===== src/rtl/pc_gen_if.sv =====
`default_nettype none
// ============================================================================
// Module      : pc_gen_if
// Description : Redirect, halt/resume and fetch-handshake bundle between the
//               program-counter generator (master) and the fetch stage plus
//               redirect sources (slave).
// Revision    : 1.0 - initial release
// ============================================================================
interface pc_gen_if #(
  parameter int XLEN    = 32,
  parameter int EPOCH_W = 2
);

  // Redirect sources
  logic               exc_valid;
  logic [XLEN-1:0]    exc_pc;
  logic               redirect_valid;
  logic [XLEN-1:0]    redirect_pc;

  // Flow control
  logic               halt_req;
  logic               resume_req;

  // Fetch handshake
  logic               fetch_ready;
  logic               fetch_valid;
  logic [XLEN-1:0]    fetch_pc;
  logic [EPOCH_W-1:0] fetch_epoch;
  logic               misalign_flag;

  // PC generator side
  modport master (
    input  exc_valid, exc_pc, redirect_valid, redirect_pc,
    input  halt_req, resume_req, fetch_ready,
    output fetch_valid, fetch_pc, fetch_epoch, misalign_flag
  );

  // Fetch stage / redirect source side
  modport slave (
    output exc_valid, exc_pc, redirect_valid, redirect_pc,
    output halt_req, resume_req, fetch_ready,
    input  fetch_valid, fetch_pc, fetch_epoch, misalign_flag
  );

endinterface : pc_gen_if
`default_nettype wire


===== src/rtl/pc_gen.sv =====
`default_nettype none
// ============================================================================
// Module      : pc_gen
// Description : Program-counter generator feeding the fetch stage through a
//               valid/ready stream. Sequential advance, backpressure,
//               prioritised redirects (exception > branch), halt/resume and
//               an epoch tag that bumps on every accepted redirect.
//               Optional feature macro: PC_MISALIGN_TRAP_EN
//                 defined   -> misaligned redirect targets go to TRAP_VEC and
//                              misalign_flag pulses for one cycle
//                 undefined -> misaligned targets are rounded down to the
//                              fetch alignment, misalign_flag tied low
// Revision    : 1.0 - initial release
// ============================================================================
module pc_gen #(
  parameter int              XLEN        = 32,
  parameter logic [XLEN-1:0] RESET_VEC   = 32'h0000_0000,
  parameter int              FETCH_BYTES = 4,
  parameter int              EPOCH_W     = 2,
  parameter logic [XLEN-1:0] TRAP_VEC    = 32'h0000_0100
) (
  input  wire logic clk,
  input  wire logic rst,
  pc_gen_if.master  bus
);

  // Low address bits that must be zero for an aligned fetch address.
  // FETCH_BYTES is a power of two, so FETCH_BYTES-1 is exactly that mask
  // (zero when FETCH_BYTES == 1, i.e. nothing can be misaligned).
  localparam logic [XLEN-1:0] ALIGN_MASK = XLEN'(FETCH_BYTES - 1);
  localparam logic [XLEN-1:0] FETCH_INC  = XLEN'(FETCH_BYTES);

  typedef enum logic [1:0] {
    ST_BOOT = 2'd0,
    ST_RUN  = 2'd1,
    ST_HALT = 2'd2
  } state_t;

  state_t             state_q, state_d;
  logic [XLEN-1:0]    pc_q, pc_d;
  logic [EPOCH_W-1:0] epoch_q, epoch_d;
  logic               flag_q, flag_d;

  logic               valid_w;
  logic               transfer_w;
  logic               redir_take_w;
  logic [XLEN-1:0]    raw_target_w;
  logic               misaligned_w;
  logic [XLEN-1:0]    target_w;
  logic               trap_w;

  // Stream is only offered while running; BOOT and HALT present nothing.
  assign valid_w    = (state_q == ST_RUN);
  assign transfer_w = valid_w & bus.fetch_ready;

  // Redirects are ignored during the single BOOT cycle; exception wins.
  assign redir_take_w = (state_q != ST_BOOT) & (bus.exc_valid | bus.redirect_valid);
  assign raw_target_w = bus.exc_valid ? bus.exc_pc : bus.redirect_pc;
  assign misaligned_w = |(raw_target_w & ALIGN_MASK);

`ifdef PC_MISALIGN_TRAP_EN
  // Misaligned targets are diverted to the trap vector and flagged.
  assign target_w = misaligned_w ? TRAP_VEC : raw_target_w;
  assign trap_w   = misaligned_w;
`else
  // Misaligned targets are silently rounded down; the trap vector is unused.
  logic unused_trap_vec;
  assign unused_trap_vec = ^TRAP_VEC;
  assign target_w        = raw_target_w & ~ALIGN_MASK;
  assign trap_w          = 1'b0;
`endif

  // State, PC, epoch and trap-flag registers with asynchronous reset.
  always_ff @(posedge clk or posedge rst) begin
    if (rst) begin
      state_q <= ST_BOOT;
      pc_q    <= RESET_VEC;
      epoch_q <= '0;
      flag_q  <= 1'b0;
    end else begin
      state_q <= state_d;
      pc_q    <= pc_d;
      epoch_q <= epoch_d;
      flag_q  <= flag_d;
    end
  end

  // Next-state logic: halt/resume steer the FSM independently of redirects;
  // a redirect overrides any sequential advance in the same cycle.
  always_comb begin
    state_d = state_q;
    pc_d    = pc_q;
    epoch_d = epoch_q;
    flag_d  = 1'b0;

    case (state_q)
      ST_BOOT: state_d = ST_RUN;
      ST_RUN:  if (bus.halt_req)   state_d = ST_HALT;
      ST_HALT: if (bus.resume_req) state_d = ST_RUN;
      default: state_d = ST_BOOT;
    endcase

    if (redir_take_w) begin
      pc_d    = target_w;
      epoch_d = epoch_q + EPOCH_W'(1);
      flag_d  = trap_w;
    end else if (transfer_w) begin
      pc_d    = pc_q + FETCH_INC;
    end
  end

  assign bus.fetch_valid   = valid_w;
  assign bus.fetch_pc      = pc_q;
  assign bus.fetch_epoch   = epoch_q;
  assign bus.misalign_flag = flag_q;

endmodule : pc_gen
`default_nettype wire

===== src/flat_wrapper.sv =====
// flat-port wrapper written by rule: the top's interface ports become plain ports
module pc_gen_flat 
#(
  parameter int              XLEN        = 32,
  parameter logic [XLEN-1:0] RESET_VEC   = 32'h0000_0000,
  parameter int              FETCH_BYTES = 4,
  parameter int              EPOCH_W     = 2,
  parameter logic [XLEN-1:0] TRAP_VEC    = 32'h0000_0100
)
  (clk, rst, bus_exc_valid, bus_exc_pc, bus_redirect_valid, bus_redirect_pc, bus_halt_req, bus_resume_req, bus_fetch_ready, bus_fetch_valid, bus_fetch_pc, bus_fetch_epoch, bus_misalign_flag);
  pc_gen_if #(.XLEN(XLEN), .EPOCH_W(EPOCH_W)) bus_i ();
  input  wire logic clk;
  input  wire logic rst;
  input wire logic [$bits(bus_i.exc_valid)-1:0] bus_exc_valid;
  input wire logic [$bits(bus_i.exc_pc)-1:0] bus_exc_pc;
  input wire logic [$bits(bus_i.redirect_valid)-1:0] bus_redirect_valid;
  input wire logic [$bits(bus_i.redirect_pc)-1:0] bus_redirect_pc;
  input wire logic [$bits(bus_i.halt_req)-1:0] bus_halt_req;
  input wire logic [$bits(bus_i.resume_req)-1:0] bus_resume_req;
  input wire logic [$bits(bus_i.fetch_ready)-1:0] bus_fetch_ready;
  output wire logic [$bits(bus_i.fetch_valid)-1:0] bus_fetch_valid;
  output wire logic [$bits(bus_i.fetch_pc)-1:0] bus_fetch_pc;
  output wire logic [$bits(bus_i.fetch_epoch)-1:0] bus_fetch_epoch;
  output wire logic [$bits(bus_i.misalign_flag)-1:0] bus_misalign_flag;
  assign bus_i.exc_valid = bus_exc_valid;
  assign bus_i.exc_pc = bus_exc_pc;
  assign bus_i.redirect_valid = bus_redirect_valid;
  assign bus_i.redirect_pc = bus_redirect_pc;
  assign bus_i.halt_req = bus_halt_req;
  assign bus_i.resume_req = bus_resume_req;
  assign bus_i.fetch_ready = bus_fetch_ready;
  assign bus_fetch_valid = bus_i.fetch_valid;
  assign bus_fetch_pc = bus_i.fetch_pc;
  assign bus_fetch_epoch = bus_i.fetch_epoch;
  assign bus_misalign_flag = bus_i.misalign_flag;
  pc_gen #(.XLEN(XLEN), .RESET_VEC(RESET_VEC), .FETCH_BYTES(FETCH_BYTES), .EPOCH_W(EPOCH_W), .TRAP_VEC(TRAP_VEC)) u_core (.clk(clk), .rst(rst), .bus(bus_i));
endmodule

===== config.mk =====
export PLATFORM = sky130hd
export DESIGN_NAME = pc_gen_flat
export DESIGN_NICKNAME = d
export VERILOG_FILES = /design/src/rtl/pc_gen_if.sv /design/src/rtl/pc_gen.sv /design/src/flat_wrapper.sv
export SDC_FILE = /design/constraint.sdc
export NUM_CORES = 1
export LEC_CHECK = 0
export ABC_AREA = 1
export BUFFER_PORTS_ARGS = -buffer_cell sky130_fd_sc_hd__buf_2
export CAP_MARGIN = 10
export CELL_PAD_IN_SITES_DETAIL_PLACEMENT = 0
export CELL_PAD_IN_SITES_GLOBAL_PLACEMENT = 2
export CORE_UTILIZATION = 25
export CTS_CLUSTER_DIAMETER = 50
export DETAILED_ROUTE_END_ITERATION = 8
export HOLD_SLACK_MARGIN = 0.05
export PLACE_DENSITY_LB_ADDON = 0.1
export RECOVER_POWER = 50
export SLEW_MARGIN = 15
export SYNTH_ARGS = -nofsm -noshare
export SYNTH_HDL_FRONTEND = slang
export SYNTH_SLANG_ARGS = --single-unit

===== constraint.sdc =====
create_clock -name clk -period 1.9 [get_ports clk]
set_input_delay 0.095 -clock clk [delete_from_list [all_inputs] [get_ports clk]]
set_output_delay 0.095 -clock clk [all_outputs]
set_load 0.02 [all_outputs]

==> metrics.csv <==
stage,metric,value,unit
layout,final.fill_count,1179,
power_and_ir_drop,p_leak,0.00180,uW
synthesis,synth_edf_count,0,
placement,hpwl,6.75,mm
synthesis,yosys-top-cells-area,"dfrtp_1 31%, nand2_1 18%, inv_1 7.6%",
placement,gp_congestion,0.753,
layout,instances_no_fill,659,
grt,grt_max_degree,35,
floorplan,fp.dieW,107,um
route,drt_wl_total,8.51,mm
layout,multi_input_area,1590,um2
critical_path,critPathKind,flip-flop to flip-flop,
clocking,cts-root-buf,clkbuf_8,
synthesis,avgSynthCellArea,6.50,um2
route,drc,0,
layout,seq_area,851,um2
grt,antenna_found_initial,0,
timing,grt_setup_unrepaired,no,
route,drt_iter0_drc,87,
timing,timing.hold.ws,0.0754,ns
timing,tightestPinTransition,0.968,ns
clocking,cts_buffers,5,
clocking,cts_tree,done,
timing,setup_viol,0,
placement,port-buffer-count,99,
timing,slew_headroom,35.5,%
timing,finalCriticalPeriod,1.73,ns
floorplan,core_area,10500,um2
clocking,clock_latency,0.29,ns
power_and_ir_drop,worst_ir_drop_vdd,0.545,mV
critical_path,worstPathArrival,1.91,ns
timing,tns,0,ns
grt,first_global_vias,2791,
flow_run,cap_viol_max_count,0,
synthesis,syn_area,2760,um2
synthesis,synth_flop_cell,dfrtp_1,
floorplan,die_area,11400,um2
status,outcome,completed,
synthesis,ys_seq_area_share,30.9,%
timing,finalClockSkew,0.00589,ns
power_and_ir_drop,power.density,1450,nW/um2
synthesis,yosys-top-cells-count,"133 x nand2_1, 56 x inv_1, 51 x nor2_1",
floorplan,start_util,26.2,%
synthesis,ys_async_sr_fraction,100,%
synthesis,synth.ff_latch_count,34,
placement,place_inst,650,
layout,synthToLayoutAreaGrowth,26.3,%
layout,antenna_cells,0,
clocking,postCtsSetupRepairBufs,0,
synthesis,synth_cells,424,
grt,grt_first_pass_wirelength,14.2,mm
critical_path,endpoint_kind,flip-flop,
clocking,clkSinkCount,34,
clocking,clkSlewWorstSetupHoldPaths,0.08,ns
floorplan,die_y,107,um
synthesis,yosysUniqueCellTypes,30,
route,wl_per_cell,12.9,um
critical_path,setup.worst_path.start_class,flip-flop,
critical_path,rrSetupSlack,0.17,ns
clocking,max-clock-path-buffers,2,
layout,drive_gt1_share,22.9,%
timing,hold_viol,0,
synthesis,yosysTopAreaCell,dfrtp_1,
layout,final_nets,595,
timing,final.period_utilization,90.9,%
synthesis,synth.most_common_cell,nand2_1,
synthesis,yosys_warnings,0,
floorplan,ios,107,
timing,report.final.slew_viol_count,0,
timing,max_freq,579,MHz
critical_path,cp_max_fo,5,
critical_path,cp.required,2.09,ns
grt,grt_use_total,15.9,%
worst_hold_path,hp-class,input port to flip-flop,
route,postRouteAntennaNets,0,
floorplan,floorplan.rows,37,
clocking,cts_resized,0,
synthesis,yosysTopAreaCellShare,30.9,%
route,dr.pass1.iters,4,
grt,grt_overflow,0,
route,routed_via_density,4.34,
route,vias,2859,
clocking,htree_levels,2,
[repair_timing]
action | in CTS | in global routing
hold buffers | 2 | 0
endpoints found under the hold margin | 36 | 0
setup endpoints to repair | 0 | 0
[final timing paths]
kind,from,end,cells past startpoint
setup / recovery,u_core.bus.fetch_pc[2],u_core.bus.fetch_pc[18],9
hold / removal,bus_resume_req,u_core.state_q[0],3
setup reg to reg,u_core.bus.fetch_pc[2],u_core.bus.fetch_pc[18],9
hold reg to reg,u_core.bus.fetch_epoch[1],u_core.bus.fetch_epoch[1],1
max in group asynchronous,rst,u_core.bus.fetch_pc[21],4
min in group asynchronous,rst,u_core.bus.fetch_epoch[1],4
[worst max-delay path, stage by stage (launching register included)]
cell	delay, ns
dfrtp_1	0.40
ha_1	0.19
nand2_1	0.08
nor2_2	0.17
nand2_1	0.16
nor2_2	0.27
nand2_1	0.10
xnor2_1	0.14
nand2_1	0.06
nand2_1	0.04
[final cells by class]
type	count	area share [%]
clock buffer	6	2.37
clock inverter	1	0.863
inverter	58	6.25
multi-input combinational	317	45.7
sequential	34	24.4
tap	136	4.89
timing repair buffer	107	15.5
[metal layers]
layer  track usage [%]  vias to the layer above  wire length (um)
met5                 0                        -                 0
met1              22.2                     1259              4310
met4              3.23                        0                66
li1                  -                     1516                 -
met2              26.0                       78              3690
met3              2.55                        6               449
[metrics by stage]
| stage | worst slack [ns] | power, uW | cell area, um2 | util, % |
|---|---|---|---|---|
| floorplan | 0.312 | 3480 | 2760 | - |
| global placement | 0.196 | 4400 | 3370 | 32.1 |
| detailed placement | 0.180 | 4420 | 3370 | 32.1 |
| CTS | 0.171 | 5170 | 3500 | 33.3 |
| global route | 0.00306 | 5550 | 3480 | 33.1 |
| finish | 0.172 | 5040 | 3480 | 33.1 |
[state kept, by name, summed over array words and instances (netlist names)]
register	cells
u_core.bus.fetch_epoch	2
u_core.state_q	2
u_core.bus.fetch_pc	30
[report_power, final]
part           switching [uW]  internal [uW]
sequential                534           1090
combinational            1790            922
clock                     289            420
[kinds of logic (layout without fill, tap and decap cells)]
logic type / count (synthesis) / in the layout / share of synthesized area [%]
other cells: 1 / 3 / 0.136
fa+ha+maj: 1 / 1 / 0.454
flops: 34 / 34 / 30.9
compound gates: 67 / 67 / 13.5
mux: 15 / 15 / 5.77
simple gates: 218 / 218 / 33.4
xor+xnor: 13 / 13 / 4.13
buf+inv: 75 / 172 / 11.7
[placed cells by master (no fill, tap or decap)]
cell           Yosys  final
a211oi_1           2      2
a21oi_1           16     16
a22o_1             1      1
and2_1             1      1
buf_2              9     85
buf_4              4      5
bufinv_16          0      1
clkbuf_1           2     14
clkbuf_2           0      1
clkbuf_8           0      6
conb_1             1      3
dfrtp_1           34     34
dlygate4sd3_1      0      2
ha_1               1      1
inv_1             56     56
inv_2              2      2
mux2_2             7      7
mux2i_1            8      8
nand2_1          133    133
nand2_2            1      1
nand2_4            2      2
nand3_1           16     16
nand3b_1           5      5
nor2_1            51     51
nor2_2             5      5
nor2_4             4      4
o211ai_1           5      5
o21ai_0           37     37
o21ai_1            4      4
o22ai_1            1      1
o22ai_4            1      1
xnor2_1            8      8
xor2_1             5      5
(Power assumes the default switching activity.)
